--- config.mk ---
export PLATFORM = sky130hd
export DESIGN_NAME = bit_serial_alu_sequencer
export DESIGN_NICKNAME = d
export VERILOG_FILES = /design/src/rtl/alu_pkg.sv /design/src/rtl/serial_bit_counter.sv /design/src/rtl/bit_serial_alu_sequencer.sv
export SDC_FILE = /design/constraint.sdc
export NUM_CORES = 1
export LEC_CHECK = 0
export CORE_MARGIN = 2
export CORE_UTILIZATION = 25
export CTS_CLUSTER_SIZE = 8
export DETAILED_ROUTE_END_ITERATION = 10
export PLACE_DENSITY = 0.5
export SYNTH_ARGS = -nofsm -noshare
export SYNTH_HDL_FRONTEND = slang
export SYNTH_HIERARCHICAL = 1
export SYNTH_SLANG_ARGS = --single-unit
--- constraint.sdc ---
create_clock -name clk -period 2.85 [get_ports clk]
set_input_delay 0.57 -clock clk [delete_from_list [all_inputs] [get_ports clk]]
set_output_delay 0.57 -clock clk [all_outputs]
set_load 0.01 [all_outputs]
--- src/rtl/alu_pkg.sv ---
// Shared opcode and FSM definitions for the bit-serial ALU sequencer and its slice.
package alu_pkg;

  localparam logic [2:0] CMD_ADD  = 3'b000;
  localparam logic [2:0] CMD_SUB  = 3'b001;
  localparam logic [2:0] CMD_XOR  = 3'b010;
  localparam logic [2:0] CMD_SLT  = 3'b011;
  localparam logic [2:0] CMD_AND  = 3'b100;
  localparam logic [2:0] CMD_NAND = 3'b101;
  localparam logic [2:0] CMD_NOR  = 3'b110;
  localparam logic [2:0] CMD_OR   = 3'b111;

  localparam logic [2:0] CMD_SLICE_ADD = 3'b000;

  typedef enum logic [1:0] {
    IDLE = 2'd0,
    RUN  = 2'd1,
    DONE = 2'd2
  } state_t;

endpackage

--- src/rtl/serial_bit_counter.sv ---
// Loadable bit-index counter; flags the final bit so the sequencer knows when to stop.
module serial_bit_counter #(
  parameter int unsigned WIDTH = 32
) (
  input  logic                     clk_i,
  input  logic                     rst_i,
  input  logic                     load_i,
  input  logic                     inc_i,
  output logic [$clog2(WIDTH)-1:0] idx_o,
  output logic                     last_o
);

  localparam int unsigned IW = $clog2(WIDTH);

  logic [IW-1:0] cnt_q;

  always_ff @(posedge clk_i) begin
    if (rst_i || load_i) begin
      cnt_q <= '0;
    end else if (inc_i) begin
      cnt_q <= cnt_q + 1'b1;
    end
  end

  assign idx_o  = cnt_q;
  assign last_o = (cnt_q == IW'(WIDTH - 1));

endmodule

--- src/rtl/bit_serial_alu_sequencer.sv ---
// Drives an external single-bit ALU slice LSB first and assembles the WIDTH-bit result.
import alu_pkg::*;

module bit_serial_alu_sequencer #(
  parameter int unsigned WIDTH = 32
) (
  input  logic             clk,
  input  logic             reset,
  input  logic             start,
  input  logic [WIDTH-1:0] operandA,
  input  logic [WIDTH-1:0] operandB,
  input  logic [2:0]       command,
  output logic             busy,
  output logic             done,
  output logic [WIDTH-1:0] result,
  output logic             carryout,
  output logic             zero,
  output logic             overflow,
  output logic             sliceA,
  output logic             sliceB,
  output logic             slicecarryin,
  output logic [2:0]       slicecommand,
  input  logic             sliceresult,
  input  logic             slicecarryout
);

  localparam int unsigned IW = $clog2(WIDTH);

  state_t           state_q;
  logic [WIDTH-1:0] a_q, b_q, result_q;
  logic [2:0]       cmd_q;
  logic             carry_q, carryout_q, overflow_q, done_q;
  logic [IW-1:0]    idx;
  logic             last;
  logic             accept, in_run, invert_b, arith, last_ovf;

  assign in_run   = (state_q == RUN);
  assign accept   = start && (state_q == IDLE || state_q == DONE);
  assign invert_b = (cmd_q == CMD_SUB) || (cmd_q == CMD_SLT);
  assign arith    = (cmd_q == CMD_ADD) || invert_b;
  assign last_ovf = carry_q ^ slicecarryout;

  serial_bit_counter #(.WIDTH(WIDTH)) u_cnt (
    .clk_i  (clk),
    .rst_i  (reset),
    .load_i (accept),
    .inc_i  (in_run && !last),
    .idx_o  (idx),
    .last_o (last)
  );

  always_ff @(posedge clk) begin
    if (reset) begin
      state_q    <= IDLE;
      a_q        <= '0;
      b_q        <= '0;
      cmd_q      <= CMD_ADD;
      carry_q    <= 1'b0;
      result_q   <= '0;
      carryout_q <= 1'b0;
      overflow_q <= 1'b0;
      done_q     <= 1'b0;
    end else begin
      done_q <= 1'b0;
      case (state_q)
        IDLE, DONE: begin
          if (start) begin
            a_q        <= operandA;
            b_q        <= operandB;
            cmd_q      <= command;
            carry_q    <= (command == CMD_SUB) || (command == CMD_SLT);
            result_q   <= '0;
            carryout_q <= 1'b0;
            overflow_q <= 1'b0;
            state_q    <= RUN;
          end else begin
            state_q <= IDLE;
          end
        end
        RUN: begin
          result_q[idx] <= sliceresult;
          carry_q       <= slicecarryout;
          if (last) begin
            state_q    <= DONE;
            done_q     <= 1'b1;
            overflow_q <= arith && last_ovf;
            carryout_q <= arith && (cmd_q != CMD_SLT) && slicecarryout;
            // SLT replaces the whole difference with its sign-corrected MSB
            if (cmd_q == CMD_SLT) begin
              result_q <= WIDTH'(sliceresult ^ last_ovf);
            end
          end
        end
        default: state_q <= IDLE;
      endcase
    end
  end

  assign busy     = in_run;
  assign done     = done_q;
  assign result   = result_q;
  assign carryout = carryout_q;
  assign overflow = overflow_q;
  assign zero     = (state_q == DONE) && (result_q == '0);

  assign sliceA       = in_run && a_q[idx];
  assign sliceB       = in_run && (b_q[idx] ^ invert_b);
  assign slicecarryin = in_run && carry_q;
  assign slicecommand = (in_run && !arith) ? cmd_q : CMD_SLICE_ADD;

endmodule
==> impl_metrics.tcl, run 1 <==
set metrics [dict create \
    outcome "finished clean" \
    switching_share 0.258 \
    synthAdderAreaFrac 0.00504 \
    grt_pass1_vias 4731 \
    vdd_ir_drop_max_v 0.000268 \
    cp_slowest_cell "mux4_1" \
    hold_buffers 0 \
    die-height_um 145 \
    setup_violations 0 \
    place_congestion 0.783 \
    path_buf_inv 2 \
    synthFlopType "dfxtp_1" \
    synth_top_family_by_area "simple AND/OR/NAND/NOR gates" \
    cts_made_buffers 9 \
    synthCells 615 \
    hp-class "flop to flop" \
    cts_tree "done" \
    dr.pass1.iters 4 \
    port_buffers 114 \
    antenna_found_initial 0 \
    final_cells 992 \
    synth-async-reset-ratio 0 \
    period_minus_slack_ns 2.75 \
    path_class "flop to output port" \
    start_util 0.255 \
    syn_nets 689 \
    power_mw 3.38 \
    finalClockSkew_ns 0.00769 \
    fill_cells 2040 \
    grt_first_pass_wirelength_mm 24.8 \
    max_slew.worst_pin.slew_ns 0.742 \
    nNetsFinal 796 \
    fmax_mhz 363 \
    synth-simple-area-share 0.212 \
    cts-root-buf "clkbuf_16" \
    power_density_mw_per_mm2 493 \
    p_int_mw 2.51 \
    p_leak_nw 2.49 \
    insertion_delay_ns 0.36 \
    num_vias 4668 \
    p_sw_mw 0.871 \
    crit_path_start_kind "flop" \
    core_mm2 0.0195 \
    report.final.slew_viol_count 0 \
    die_w_um 145 \
    drt_wl_total_mm 15.1 \
    place_hpwl_mm 11.1 \
    antennaDiodeCount 0 \
    die_area_mm2 0.0210 \
    place_inst 973 \
    area_growth_syn_to_layout_pct 38.0 \
    synth-compound-area-share 0.201 \
    seqPwrFrac 0.485 \
    via_per_inst 4.71 \
    drive_gt1_frac 0.122 \
    fin_setup_tns_ns 0 \
    ant_nets 0 \
    overflow 0 \
    arrival_ns 2.18 \
    synth_area_mm2 0.00496 \
    synth_area_per_cell_um2 8.07 \
    synth_top_area_share 0.444 \
    maxSlewHeadroom 0.504 \
    drc 0 \
    drt_first_iter_violations 252 \
    pin_count 115 \
    critPathCaptureType "output port" \
    min_period_over_period 0.966 \
    rows 51 \
    netlist_top_cells_area "dfxtp_1, a21oi_1, nand2_1" \
    critPathTopFamily "multiplexers" \
    synth_xor_area_frac 0.00353 \
    clk_pin_slew_worst_paths_ns 0.07 \
    power_frac_clock 0.380 \
    p_comb_frac 0.134 \
    cts.sinks 110 \
    critPathMaxStageDelay_ns 0.58 \
    synth_warnings 6 \
    synth_cell_types 53 \
    worstPathCellList "buf_12 > mux4_1 > a22oi_2 > a41oi_2 > dlygate4sd2_1" \
    synth_seq_area_share 0.444 \
    critPathMaxFanout 10 \
    required_ns 2.28 \
    grt_start_max_net_pins 69 \
    synth_edf_count 0 \
    ys_seq_elements 110 \
    track_usage 0.146 \
    synth.area.mux_share 0.0855 \
    hold_violations 0 \
    cts_buffer_depth 2 \
    synth_top_area_cell "dfxtp_1" \
    grt_setup_unrepaired "no" \
    cap_violations 0 \
    wl_per_cell_um 15.2 \
    htree_levels 3 \
]
tightest hold or removal path, cell delays in order, from the launching register on:
cell,delay (ns)
dfxtp_1,0.31
nand2_1,0.05
a21oi_1,0.05
cell families (layout without fill, tap and decap cells):
| family | after synthesis | in the layout |
|---|---|---|
| fa+ha+maj | 2 | 2 |
| flops | 110 | 110 |
| compound gates | 189 | 189 |
| mux | 26 | 26 |
| xor+xnor | 2 | 2 |
| buf+inv | 55 | 167 |
| simple gates | 231 | 231 |
flip-flops by register name, summed over array words and instances, names as in the netlist:
register     cells
a_q             32
b_q             32
result          32
u_cnt/idx_o      5
cmd_q            3
state_q          2
carry_q          1
carryout         1
done             1
overflow         1
metal layers:
layer  wire, um  track usage
met1       6840        0.188
met2       7160        0.241
met3        919       0.0396
met4        195       0.0416
met5          0            0
power groups by stage:
stage | sequential, mW | combinational, mW | clock (mW)
floorplan | 1.66 | 0.259 | 0
global placement | 1.68 | 0.439 | 0
detailed placement | 1.68 | 0.446 | 0
CTS | 1.64 | 0.449 | 1.33
global route | 1.65 | 0.502 | 1.39
finish | 1.64 | 0.454 | 1.28
final timing paths:
| path | slack (ns) | start | endpoint | cells after the start |
|---|---|---|---|---|
| worst max-delay path | 0.1 | u_cnt/idx_o[0] | sliceA | 5 |
| worst min-delay path | 0.46 | a_q[16] | a_q[16] | 2 |
| worst max register to register | 0.56 | u_cnt/idx_o[1] | result[2] | 9 |
| worst min register to register | 0.46 | a_q[16] | a_q[16] | 2 |
metrics by stage:
stage	worst slack [ns]	hold slack (ns)	cell area (um2)	utilization
detailed placement	-0.103	0.448	6440	0.331
global route	0.00282	0.478	6850	0.352
CTS	0.0292	0.458	6770	0.348
finish	0.0966	0.459	6850	0.352
floorplan	0.461	0.432	4960	-
global placement	-0.0500	0.446	6440	0.331
layout by cell type, fill, tap and decap left out, types with 5 or more instances in the layout:
cell | Yosys | routed
mux2_2 | 9 | 9
dfxtp_1 | 110 | 107
mux4_2 | 5 | 5
o21ai_1 | 32 | 32
nand2_1 | 170 | 170
clkbuf_16 | 0 | 10
nor4_1 | 9 | 9
buf_4 | 3 | 29
nor3b_1 | 5 | 5
clkdlybuf4s50_1 | 0 | 111
a21oi_1 | 140 | 140
mux4_1 | 5 | 5
nor2_1 | 15 | 14
synthesized netlist by cell type, types with 2 or more instances:
master and count:
a21oi_1 140, a221oi_1 2, a22oi_1 7, and2_1 3, and3_1 3, and3b_1 3, buf_1 3, buf_2 11
buf_4 3, buf_6 2, clkbuf_1 32, dfxtp_1 110, ha_1 2, inv_2 3, mux2_1 3, mux2_2 9
mux2i_1 3, mux4_1 5, mux4_2 5, nand2_1 170, nand2b_1 3, nor2_1 15, nor3_1 2, nor3_2 3
nor3b_1 5, nor4_1 9, o21ai_0 2, o21ai_1 32
final cells by class:
class,count,area (um2),area share
clock buffers,10,229,0.0334
clock inverters,6,68.8,0.0100
inverters,4,15.0,0.00219
multi-input cells,450,2560,0.374
flip-flops and latches,110,2210,0.323
well taps,265,332,0.0484
repair buffers,147,1430,0.209
timing repair:
action | 4_1_cts | 5_1_grt
gates cloned | 0 | 1
gates resized for setup | 14 | 9
setup endpoints to repair | 2 | 3
setup buffers | 0 | 2
pin swaps | 0 | 3
(Power assumes the default switching activity.)
==> run 2: changes to the inputs <==
Settings changed: CAP_MARGIN set to 25, CORE_ASPECT_RATIO set to 1.1.
==> run 2 against run 1 <==
Die area barely moved; clock power hardly changed; clock skew rose by 0.00073 ns; critical path depth unchanged; non-clock buffer count fell by 1; via count down 2.3%; routed wire length about the same; combinational power grew 2%; critical endpoint unchanged.
==> impl_metrics.tcl, run 2 (synthesized netlist as in run 1, its figures left out) <==
set metrics [dict create \
    maxSlewHeadroom 0.496 \
    overflow 0 \
    start_util 0.252 \
    cp_slowest_cell "mux4_1" \
    rows 54 \
    required_ns 2.28 \
    grt_pass1_vias 4454 \
    outcome "finished clean" \
    p_leak_nw 2.50 \
    hold_violations 0 \
    final_cell_mix "nand2_1, a21oi_1, clkdlybuf4s50_1" \
    whs_ns 0.453 \
    die_area_mm2 0.0210 \
    hp-class "flop to flop" \
    report.final.slew_viol_count 0 \
    place_congestion 0.856 \
    antenna_found_initial 0 \
    via_per_inst 4.66 \
    grt_start_max_net_pins 69 \
    place_inst 960 \
    critPathMaxFanout 10 \
    htree_levels 3 \
    arrival_ns 2.18 \
    drc 0 \
    cap_violations 0 \
    dr.pass1.iters 6 \
    cts_tree "done" \
    port_buffers 114 \
    pin_count 115 \
    vdd_ir_drop_max_v 0.000304 \
    min_period_over_period 0.963 \
    cts_buffer_depth 2 \
    wl_per_cell_um 15.5 \
    path_class "flop to output port" \
    ant_nets 0 \
    critPathCaptureType "output port" \
    num_vias 4561 \
    setup_violations 0 \
    drt_wl_total_mm 15.1 \
    critPathMaxStageDelay_ns 0.58 \
    crit_path_start_kind "flop" \
    track_usage 0.144 \
    die_w_um 138 \
    drive_gt1_frac 0.124 \
    cts-root-buf "clkbuf_16" \
    fmax_mhz 364 \
    drt_first_iter_violations 320 \
    fill_cells 2062 \
    die-height_um 152 \
    period_minus_slack_ns 2.75 \
    area_growth_syn_to_layout_pct 37.8 \
    fin_util 0.348 \
    nNetsFinal 795 \
    hold_buffers 0 \
    final_cells 978 \
    core_mm2 0.0197 \
    power_density_mw_per_mm2 496 \
    cts_made_buffers 9 \
    finalClockSkew_ns 0.00841 \
    layout_commonest_cell "nand2_1" \
    place_hpwl_mm 10.9 \
    grt_first_pass_wirelength_mm 23.9 \
    antennaDiodeCount 0 \
    clk_pin_slew_worst_paths_ns 0.07 \
    max_slew.worst_pin.slew_ns 0.753 \
    cts.sinks 110 \
    insertion_delay_ns 0.36 \
    worstPathCellList "buf_12 > mux4_1 > a22oi_2 > a41oi_2 > dlygate4sd2_1" \
]
[run 2: power by group]
| part | internal (mW) | leakage [nW] | switching (mW) | total, mW |
|---|---|---|---|---|
| Sequential | 1.60 | 0.900 | 0.0406 | 1.64 |
| Clock | 0.708 | 0.150 | 0.582 | 1.29 |
| Combinational | 0.219 | 1.45 | 0.242 | 0.461 |
| Total | 2.53 | 2.50 | 0.864 | 3.39 |
[run 2: layout make-up]
class / instances / area, um2 / area share
Sequential cell: 110 / 2210 / 0.324
Multi-Input combinational cell: 450 / 2560 / 0.374
Timing Repair Buffer: 146 / 1430 / 0.210
Clock inverter: 5 / 57.6 / 0.00842
Inverter: 4 / 15.0 / 0.00220
Clock buffer: 11 / 243 / 0.0355
Tap cell: 252 / 315 / 0.0461
[run 2: stage by stage]
| step | instance area, um2 | TNS [ns] | setup slack (ns) | total power [mW] |
|---|---|---|---|---|
| 2_1_floorplan | 4960 | 0 | 0.461 | 1.92 |
| 3_3_place_gp | 6440 | -0.0493 | -0.0493 | 2.13 |
| 3_5_place_dp | 6440 | -0.0724 | -0.0724 | 2.13 |
| 4_1_cts | 6760 | 0 | 0.0408 | 3.42 |
| 5_1_grt | 6840 | -0.00634 | -0.00634 | 3.55 |
| 6_report | 6840 | 0 | 0.105 | 3.39 |
[run 2: path summary, 6_finish.rpt]
check | start | end | slack [ns] | depth (start not counted)
setup / recovery | u_cnt/idx_o[0] | sliceA | 0.10 | 5
hold / removal | a_q[7] | a_q[7] | 0.45 | 2
setup reg to reg | u_cnt/idx_o[1] | result[30] | 0.34 | 10
hold reg to reg | a_q[7] | a_q[7] | 0.45 | 2
[run 2: what timing repair did]
item                       4_1_cts  5_1_grt
setup endpoints to repair        3        3
setup buffers                    0        1
hold endpoints to repair         0        0
cloned                           0        1
pin swaps                        0        1
gates resized for setup         13       12
[run 2: layer usage]
metal	global-route usage	vias up	wire length, um
li1	-	2342	-
met4	0.0490	0	306
met5	0	-	0
met2	0.222	140	6660
met1	0.196	2061	7220
met3	0.0380	18	926
[run 2: critical path: cells and delay by family (launching register included)]
kind / cells / cell delay, ns
buffers and inverters: 2 / 0.46
DFF: 1 / 0.40
AOI/OAI and AO/OA: 2 / 0.37
muxes: 1 / 0.58
